===== config.mk =====
export PLATFORM = sky130hd
export DESIGN_NAME = alu_seq
export DESIGN_NICKNAME = d
export VERILOG_FILES = /design/src/rtl/alu_pkg.sv /design/src/rtl/alu_muldiv_iter.sv /design/src/rtl/alu_seq.sv
export SDC_FILE = /design/constraint.sdc
export NUM_CORES = 1
export LEC_CHECK = 0
export ABC_AREA = 1
export CELL_PAD_IN_SITES_DETAIL_PLACEMENT = 0
export CELL_PAD_IN_SITES_GLOBAL_PLACEMENT = 2
export CORE_UTILIZATION = 33
export CTS_CLUSTER_DIAMETER = 60
export CTS_CLUSTER_SIZE = 16
export DETAILED_ROUTE_END_ITERATION = 8
export GPL_ROUTABILITY_DRIVEN = 1
export PLACE_DENSITY = 0.91
export SETUP_SLACK_MARGIN = 0.1
export SYNTH_ARGS = -nofsm -noshare
export SYNTH_HDL_FRONTEND = slang
export SYNTH_SLANG_ARGS = --single-unit

===== constraint.sdc =====
create_clock -name clk -period 12.5 [get_ports clk]
set_input_delay 3.125 -clock clk [delete_from_list [all_inputs] [get_ports clk]]
set_output_delay 3.125 -clock clk [all_outputs]
set_load 0.03 [all_outputs]

===== src/rtl/alu_pkg.sv =====
// ============================================================================
// Module   : alu_pkg
// Brief    : Shared opcode/state types and default width for alu_seq.
// Revision : 1.0
// ============================================================================
`default_nettype none

package alu_pkg;

  localparam int ALU_WIDTH_DEFAULT = 64;

  typedef enum logic [2:0] {
    OP_ADD  = 3'b000,
    OP_SUB  = 3'b001,
    OP_MUL  = 3'b010,
    OP_DIVU = 3'b011,
    OP_REMU = 3'b100,
    OP_AND  = 3'b101,
    OP_OR   = 3'b110,
    OP_XOR  = 3'b111
  } alu_op_e;

  typedef enum logic [1:0] {
    IDLE = 2'd0,
    BUSY = 2'd1,
    DONE = 2'd2
  } alu_state_e;

endpackage

`default_nettype wire


===== src/rtl/alu_muldiv_iter.sv =====
// ============================================================================
// Module   : alu_muldiv_iter
// Brief    : Bit-serial shift-add multiplier and restoring divider (divider
//            present only when ALU_DIVIDE_EN is defined).
// Revision : 1.0
// ============================================================================
`default_nettype none

module alu_muldiv_iter
  import alu_pkg::*;
#(
  parameter int WIDTH = ALU_WIDTH_DEFAULT
) (
  input  logic             clk,
  input  logic             reset,
  input  logic             start,
  input  alu_op_e          op,
  input  logic [WIDTH-1:0] operand_a,
  input  logic [WIDTH-1:0] operand_b,
  output logic             done,
  output logic [WIDTH-1:0] result
);

  localparam int              CNT_W  = $clog2(WIDTH);
  localparam logic [CNT_W-1:0] C_LAST = CNT_W'(WIDTH - 1);

  // x: product / partial remainder, y: multiplicand / divisor,
  // z: multiplier / dividend-then-quotient
  logic             r_busy;
  logic [CNT_W-1:0] r_cnt;
  logic [WIDTH-1:0] r_x, r_y, r_z;
  logic [WIDTH-1:0] w_x_nxt, w_y_nxt, w_z_nxt;
  logic             w_go, w_is_div;

`ifdef ALU_DIVIDE_EN
  alu_op_e        r_mode;
  logic [WIDTH:0] w_rem_sh, w_diff;

  assign w_go     = start && (op == OP_MUL || op == OP_DIVU || op == OP_REMU);
  assign w_is_div = (op != OP_MUL);
  assign w_rem_sh = {r_x, r_z[WIDTH-1]};
  assign w_diff   = w_rem_sh - {1'b0, r_y};
`else
  assign w_go     = start && (op == OP_MUL);
  assign w_is_div = 1'b0;
`endif

  always_comb begin
    w_x_nxt = r_x + (r_z[0] ? r_y : '0);
    w_y_nxt = r_y << 1;
    w_z_nxt = r_z >> 1;
`ifdef ALU_DIVIDE_EN
    if (r_mode != OP_MUL) begin
      w_y_nxt = r_y;
      if (!w_diff[WIDTH]) begin
        w_x_nxt = w_diff[WIDTH-1:0];
        w_z_nxt = {r_z[WIDTH-2:0], 1'b1};
      end else begin
        w_x_nxt = w_rem_sh[WIDTH-1:0];
        w_z_nxt = {r_z[WIDTH-2:0], 1'b0};
      end
    end
`endif
  end

  // done and result are taken from the final iteration's next values so the
  // top can register them on the same edge the last bit is processed
  assign done = r_busy && (r_cnt == C_LAST);
`ifdef ALU_DIVIDE_EN
  assign result = (r_mode == OP_DIVU) ? w_z_nxt : w_x_nxt;
`else
  assign result = w_x_nxt;
`endif

  always_ff @(posedge clk or posedge reset) begin
    if (reset) begin
      r_busy <= 1'b0;
      r_cnt  <= '0;
      r_x    <= '0;
      r_y    <= '0;
      r_z    <= '0;
`ifdef ALU_DIVIDE_EN
      r_mode <= OP_MUL;
`endif
    end else if (w_go) begin
      r_busy <= 1'b1;
      r_cnt  <= '0;
      r_x    <= '0;
      r_y    <= w_is_div ? operand_b : operand_a;
      r_z    <= w_is_div ? operand_a : operand_b;
`ifdef ALU_DIVIDE_EN
      r_mode <= op;
`endif
    end else if (r_busy) begin
      r_x <= w_x_nxt;
      r_y <= w_y_nxt;
      r_z <= w_z_nxt;
      if (r_cnt == C_LAST) begin
        r_busy <= 1'b0;
        r_cnt  <= '0;
      end else begin
        r_cnt <= r_cnt + 1'b1;
      end
    end
  end

endmodule

`default_nettype wire


===== src/rtl/alu_seq.sv =====
// ============================================================================
// Module   : alu_seq
// Brief    : Multi-cycle valid/ready ALU; DIVU/REMU built only with ALU_DIVIDE_EN.
// Revision : 1.0
// ============================================================================
`default_nettype none

module alu_seq
  import alu_pkg::*;
#(
  parameter int WIDTH = ALU_WIDTH_DEFAULT
) (
  input  logic             clk,
  input  logic             reset,
  input  logic             in_valid,
  output logic             in_ready,
  input  logic [2:0]       op,
  input  logic [WIDTH-1:0] operand_a,
  input  logic [WIDTH-1:0] operand_b,
  output logic             out_valid,
  input  logic             out_ready,
  output logic [WIDTH-1:0] result,
  output logic             flag_zero,
  output logic             flag_div0,
  output logic             flag_unsupported
);

  localparam logic [1:0] C_IDLE = IDLE;
  localparam logic [1:0] C_BUSY = BUSY;
  localparam logic [1:0] C_DONE = DONE;

  logic [1:0]       r_state;
  logic [WIDTH-1:0] r_result;
  logic             r_flag_zero, r_flag_div0, r_flag_unsup;

  alu_op_e          w_op;
  logic [WIDTH-1:0] w_fast_res, w_iter_res;
  logic             w_div0, w_unsup, w_multi, w_accept, w_iter_done;

  assign w_op     = alu_op_e'(op);
  assign w_accept = in_valid && (r_state == C_IDLE);

  always_comb begin
    w_fast_res = '0;
    w_div0     = 1'b0;
    w_unsup    = 1'b0;
    w_multi    = 1'b0;
    case (w_op)
      OP_ADD:  w_fast_res = operand_a + operand_b;
      OP_SUB:  w_fast_res = operand_a - operand_b;
      OP_AND:  w_fast_res = operand_a & operand_b;
      OP_OR:   w_fast_res = operand_a | operand_b;
      OP_XOR:  w_fast_res = operand_a ^ operand_b;
      OP_MUL:  w_multi    = 1'b1;
      OP_DIVU, OP_REMU: begin
`ifdef ALU_DIVIDE_EN
        if (operand_b == '0) begin
          w_div0     = 1'b1;
          w_fast_res = (w_op == OP_DIVU) ? '1 : operand_a;
        end else begin
          w_multi = 1'b1;
        end
`else
        w_unsup = 1'b1;
`endif
      end
      default: w_fast_res = '0;
    endcase
  end

  alu_muldiv_iter #(
    .WIDTH (WIDTH)
  ) u_iter (
    .clk       (clk),
    .reset     (reset),
    .start     (w_accept && w_multi),
    .op        (w_op),
    .operand_a (operand_a),
    .operand_b (operand_b),
    .done      (w_iter_done),
    .result    (w_iter_res)
  );

  always_ff @(posedge clk or posedge reset) begin
    if (reset) begin
      r_state      <= C_IDLE;
      r_result     <= '0;
      r_flag_zero  <= 1'b0;
      r_flag_div0  <= 1'b0;
      r_flag_unsup <= 1'b0;
    end else begin
      case (r_state)
        C_IDLE: if (w_accept) begin
          r_flag_div0  <= w_div0;
          r_flag_unsup <= w_unsup;
          if (w_multi) begin
            r_state <= C_BUSY;
          end else begin
            r_state     <= C_DONE;
            r_result    <= w_fast_res;
            r_flag_zero <= (w_fast_res == '0);
          end
        end
        C_BUSY: if (w_iter_done) begin
          r_state     <= C_DONE;
          r_result    <= w_iter_res;
          r_flag_zero <= (w_iter_res == '0);
        end
        C_DONE: if (out_ready) r_state <= C_IDLE;
        default: r_state <= C_IDLE;
      endcase
    end
  end

  assign in_ready         = (r_state == C_IDLE);
  assign out_valid        = (r_state == C_DONE);
  assign result           = r_result;
  assign flag_zero        = r_flag_zero;
  assign flag_div0        = r_flag_div0;
  assign flag_unsupported = r_flag_unsup;

endmodule

`default_nettype wire

Yosys cells after proc, flatten, opt, wreduce, memory -nomap -nowiden
Cells that the tools add are included.
{ "totals": {"n_memories": 0, "output_inout_bits": 69, "register_bits": 267, "input_bits": 135, "latch_bits": 0, "rom_bits": 0, "ram_bits": 0, "wordCells": 73} }
{ "op_classes": {"n_bitwise": 3, "n_div": 0, "n_mul": 0, "addsub": 4, "n_shift": 0, "muxes": 29, "n_reduce_logical": 14, "n_eq_ne": 14, "magnitude_cmp": 0} }
{ "op_table": {"columns": ["cell", "count"], "rows": [
  ["$mux W64", 10],
  ["$pmux W64 S5", 1],
  ["$add A64 B64 Y64", 2],
  ["$logic_not A64 Y1", 2],
  ["$pmux W64 S2", 1],
  ["$and A64 B64 Y64", 1],
  ["$or A64 B64 Y64", 1],
  ["$sub A64 B64 Y64", 1],
  ["$xor A64 B64 Y64", 1],
  ["$mux W6", 3],
  ["$eq A3 B3 Y1 const B", 4],
  ["$mux W1", 8],
  ["$mux W2", 4],
  ["$add A6 B1 Y6 const B", 1],
  ["$eq A3 B2 Y1 const B", 2],
  ["$eq A6 B6 Y1 const B", 1],
  ["$ne A2 B1 Y1 const B", 3],
  ["$pmux W2 S3", 1],
  ["$logic_and A1 B1 Y1", 4],
  ["$reduce_and A4 Y1", 1],
  ["$reduce_bool A2 Y1", 2],
  ["$eq A3 B1 Y1 const B", 1],
  ["$logic_not A3 Y1", 1],
  ["$reduce_and A3 Y1", 1],
  ["other kinds (7)", 7]
]} }

Logic depth before layout (Yosys ltp)
{ "depth": {"depth_word": 6, "ltp_mapped": 41, "mapped_depth_nobuf": 41} }

Modules after synthesis
Synthesis repeated with hierarchy kept, for this count alone.
{ "hier_totals": {"cells_unflattened": 4910, "hier_area_um2": 29278.1} }
{ "by_module_without_submodules": {"columns": ["module", "area_each_um2", "cells_per_inst", "n_inst", "seq_area_each_um2"], "rows": [
  ["alu_muldiv_iter", 14741.6, 2313, 1, 4979.8],
  ["alu_seq", 14536.4, 2597, 1, 1701.6]
]} }

Worst setup path after synthesis
No wires, ideal clock.
{ "synth_timing": {"kind": "input to register", "start": "input port operand_b[0]", "end": "register r_flag_zero (netlist: flag_zero)", "cell_stages": 33, "t_required_ns": 12.434, "path_buffers": 0, "setup_ns": 0.066, "slack_ns": 5.747, "arrival_time_ns": 6.687, "cell_sequence": "inv_1 > ha_1 > nand3_2 > nor3_4 > nand4_2 > nor2_4 > nand3_2 > nor2_4 > nand2_2 > o21ai_2 > nand2_1 > or2_4 > o21bai_1 > xor2_1 > ha_1 > nand2_1 > nor2_1 > nand2_1 > nor3_1 > nand2_1 > nand2_1 > nand2_1 > nand3_1 > nand2_1 > nor2_1 > nand2_1 > nor2_1 > nand2_1 > nor2_1 > nand3_1 > nand2_1 > nand2_1 > nand2_1"} }
{ "synth_between": {"elab_chain_cells": 6, "elab_cells_between_ends": 10, "classes_between": "add/sub (2); mux (4); bitwise (3); reduce/logical (1)"} }
{ "synth_rtl": {"columns": ["element", "line_no", "rtl"], "rows": [
  ["from (decl)", "alu_seq.sv:19", "input logic [WIDTH-1:0] operand_b,"],
  ["$sub A64 B64 Y64 (tied with other cells)", "alu_seq.sv:50", "OP_SUB: w_fast_res = operand_a - operand_b;"],
  ["$pmux W64 S5 *", "alu_seq.sv:48", "case (w_op)"],
  ["$logic_not A64 Y1 *", "alu_seq.sv:101", "r_flag_zero <= (w_fast_res == '0);"],
  ["$mux W1 *", "alu_seq.sv:96", "if (w_multi) begin"],
  ["$mux W1 *", "alu_seq.sv:93", "C_IDLE: if (w_accept) begin"],
  ["$pmux W1 S2 *", "alu_seq.sv:92", "case (r_state)"],
  ["to (signal assigned)", "alu_seq.sv:101", null],
  ["to (signal assigned)", "alu_seq.sv:107", "r_flag_zero <= (w_iter_res == '0);"],
  ["to (decl)", "alu_seq.sv:34", "logic r_flag_zero, r_flag_div0, r_flag_unsup;"]
]} }
Every way passes the cells marked *; elsewhere a longest branch is shown, timed or not. The select of a mux whose other input is x is not followed.
A chain may end at the register's enable or synchronous reset.

Final worst setup path
{ "layout_timing": {"start": "input port op[1]", "end": "register r_flag_zero (netlist: flag_zero)"} }
{ "layout_between": {"elab_chain_cells": 6, "elab_cells_between_ends": 14, "classes_between": "eq/ne (6); mux (5); reduce/logical (3)"} }
{ "layout_rtl": {"columns": ["element", "line_no", "rtl"], "rows": [
  ["from (decl)", "alu_seq.sv:17", "input logic [2:0] op,"],
  ["$eq A3 B3 Y1 (tied with other cells)", "alu_seq.sv:48", null],
  ["$pmux W64 S5", "alu_seq.sv:48", null],
  ["$logic_not A64 Y1", "alu_seq.sv:101", null],
  ["$mux W1", "alu_seq.sv:96", null],
  ["$mux W1", "alu_seq.sv:93", null],
  ["$pmux W1 S2", "alu_seq.sv:92", null]
]} }
Parallel ways exist; a longest one is shown, timed or not. The select of a mux whose other input is x is not followed.

==> flow_summary.yaml <==
outcome:
  outcome: "complete, no violations"
synthesis:
  syn_avg_cell_area_um2: 6.17
  synth.largest_area_cell: "dfrtp_1"
  synth_top_cells_by_area: "dfrtp_1, nand2_1, ha_1"
  netlist_instances: 4470
  seq_area_frac_synth_pct: 24.2
  synth-main-ff-cell: "dfrtp_1"
  syn-cell-area_mm2: 0.0276
  synth.distinct_cells: 59
  syn-num-nets: 4863
  synthArstFlopShare_pct: 100
  synth_edf_count: 0
  yosys_warnings: 0
  synth_seq_cells: 267
  synth_top_area_share_pct: 24.2
global_routing:
  grt_max_degree: 139
  grt_most_used_layer: "met2"
  grt_pass1_vias: 28300
  met2_usage_pct: 42.0
  antenna_found_initial: 1
  grt-ovfl-total: 0
  use_met1_pct: 40.7
  grt_use_met3_pct: 2.06
  grt_pass1_wl_mm: 177
  track_usage_pct: 27.4
cells_and_area:
  nets: 4992
  antennaDiodeCount: 0
  fillers: 9020
  drive_above_1_share_pct: 3.18
  synthToLayoutAreaGrowth_pct: 14.8
place:
  dp_hpwl_mm: 97.4
  gp_congestion: 0.953
  port_buffers: 202
drt:
  dr.first_iter.drc_count: 2665
  wl_mm: 119
  postRouteAntennaNets: 0
  drc: 0
  viasPerCell: 5.21
  vias: 29600
  routedWlPerCell_um: 20.9
  first_pass_iters: 6
die:
  die_h_um: 291
  die_area_mm2: 0.0848
  die_x_um: 291
  rows: 105
  pin_count: 204
  core_mm2: 0.0824
  initial_core_util_pct: 33.5
critical_path:
  critPathKind: "input port to flip-flop"
  crit_path_start_kind: "input port"
  worst_ep_required_time_ps: 13030
  cp_data_arrival_time_ps: 10070
  max_stage_delay_ps: 690
  cp_slowest_cell: "nor2_4"
  crit_start: "op[1]"
  crit_fanout: 46
  r2r-start: "u_iter.r_z[0]"
  crit_top_cell: "nand2_1"
  end_kind: "flip-flop"
timing:
  setup_viol: 0
  period_needed_ps: 9540
  finalCritPeriodShare_pct: 76.3
  holdWs_ps: 468
  tightest_slew_ps: 1240
  timing.fmax_mhz: 105
  final_hold_viol_count: 0
  finalMaxSlewViolations: 0
  rsz0062_at_grt: "false"
  relSlewSlack_pct: 17.0
  finClkSkew_ps: 23.8
  fin_setup_tns_ps: 0
clocking:
  cts_tree: "built"
  cts_root_buffer: "clkbuf_16"
  clkSinkCount: 267
  clk_pin_slew_ps: 70
  cts-resized-gates: 0
  h-tree-depth: 1
  insertion_delay_ps: 610
  postCtsHoldBufs: 0
  cts_setup_buffers: 0
  cts_buffers: 31
  clk_path_buf_depth: 3
pwr:
  clock_power_share_pct: 17.7
  pwr-share-comb_pct: 54.2
  p_per_area_mw_per_mm2: 165
  power_mw: 5.21
  p_seq_share_pct: 28.2
  ir_worst_vdd_uv: 121
  internal_power_mw: 2.59
  p_sw_mw: 2.62
  total_leakage_power_nw: 16.9
  p_sw_share_pct: 50.2
worst_hold_path:
  min_path_type: "flip-flop to flip-flop"
  worstHoldStart: "u_iter.r_cnt[4]"
flow_run:
  max_cap_viol_count: 0
cell usage after synthesis, types with 4 or more instances:
library cell	n
inv_2	18
o221ai_1	69
xnor2_1	6
o21a_1	11
a21oi_1	216
o211ai_1	42
a31oi_1	4
clkbuf_1	101
buf_2	8
a21oi_2	5
inv_1	767
or2_2	7
nand2_2	4
o21ai_2	6
nand2_1	1457
nor2_4	6
buf_1	10
nor3_1	37
nand3_1	166
nor2_1	445
nand4_1	41
o31ai_1	5
ha_1	256
a22o_1	6
a22oi_1	25
a221oi_1	51
dfrtp_1	267
nor4_1	16
o21ai_0	255
nand3_2	6
o21bai_1	12
xor2_1	75
o21ai_1	5
nand3b_1	26
cell type report:
| cell class | instances | area, µm² | share of cell area (%) |
|---|---|---|---|
| Clock buffer | 31 | 776 | 2.45 |
| Tap cell | 1070 | 1340 | 4.23 |
| Timing Repair Buffer | 216 | 2140 | 6.76 |
| Sequential cell | 267 | 6680 | 21.1 |
| Multi-Input combinational cell | 3296 | 17500 | 55.4 |
| Clock inverter | 23 | 230 | 0.727 |
| Inverter | 787 | 2960 | 9.36 |
sequential cells by signal, summed over array words and instances, names as in the netlist:
name,flops
u_iter.r_cnt,6
u_iter.r_x,64
flag_unsupported,1
u_iter.r_z,64
result,64
u_iter.r_y,64
flag_zero,1
u_iter.r_busy,1
r_state,2
power groups by stage:
stage / Combinational (mW) / Clock (mW) / Sequential (mW)
final: 2.82 / 0.920 / 1.47
after global routing: 3.10 / 0.976 / 1.51
after CTS: 2.78 / 0.948 / 1.47
after detailed placement: 2.77 / 0 / 1.48
after global placement: 2.76 / 0 / 1.47
after floorplan: 1.65 / 0 / 1.56
worst max-delay path, delay by kind of cell:
kind            cells  cell delay, ps
xor+xnor            1             210
buf+inv             5            2090
simple gates       21            3240
compound gates      3             930
fa+ha+maj           1             410
per-stage QoR:
step | instance area (µm²) | setup WS [ps] | std cells | utilization, %
5_1_grt | 31700 | 2710 | 5690 | 38.4
3_5_place_dp | 30700 | 2480 | 5636 | 37.2
4_1_cts | 31700 | 3100 | 5690 | 38.4
3_3_place_gp | 30700 | 2440 | 5636 | 37.2
6_report | 31700 | 2960 | 5690 | 38.4
2_1_floorplan | 27600 | 2020 | 4470 | -
cell usage in the layout, fill, tap and decap left out, types with 26 or more instances in the layout:
cell type / count
dfrtp_1: 266
nand3_1: 166
o211ai_1: 42
a221oi_1: 51
clkdlybuf4s50_1: 202
ha_1: 256
inv_1: 763
a21oi_1: 216
xor2_1: 75
nor2_1: 439
nor3_1: 37
nand2_1: 1456
nand3b_1: 26
clkbuf_16: 31
o221ai_1: 69
o21ai_0: 255
nand4_1: 41
final timing paths:
check,cells past startpoint,to,slack [ps]
worst min register to register,1,u_iter.r_cnt[4],470
worst max-delay path,31,flag_zero,2960
max in group asynchronous,3,u_iter.r_x[60],7960
worst max register to register,19,flag_zero,7850
worst min-delay path,1,u_iter.r_cnt[4],470
min in group asynchronous,2,u_iter.r_x[1],3120
per-layer routing:
| layer | vias up | share of wire, % |
|---|---|---|
| met4 | 0 | 2.8 |
| met5 | - | 0 |
| met2 | 890 | 43 |
| met3 | 140 | 5.6 |
| met1 | 14100 | 49 |
| li1 | 14500 | - |
kinds of logic after synthesis:
| logic type | count (synthesis) | synth area share [%] |
|---|---|---|
| AND/OR/NAND/NOR | 2230 | 33.0 |
| buffers and inverters | 907 | 12.4 |
| AO/OA/AOI/OAI | 726 | 16.1 |
| flip-flops | 267 | 24.2 |
| adder cells (fa/ha/maj) | 258 | 11.8 |
| XOR/XNOR | 81 | 2.57 |
| other | 1 | 0.0136 |
Note: power is estimated with default switching activity, not from simulation.
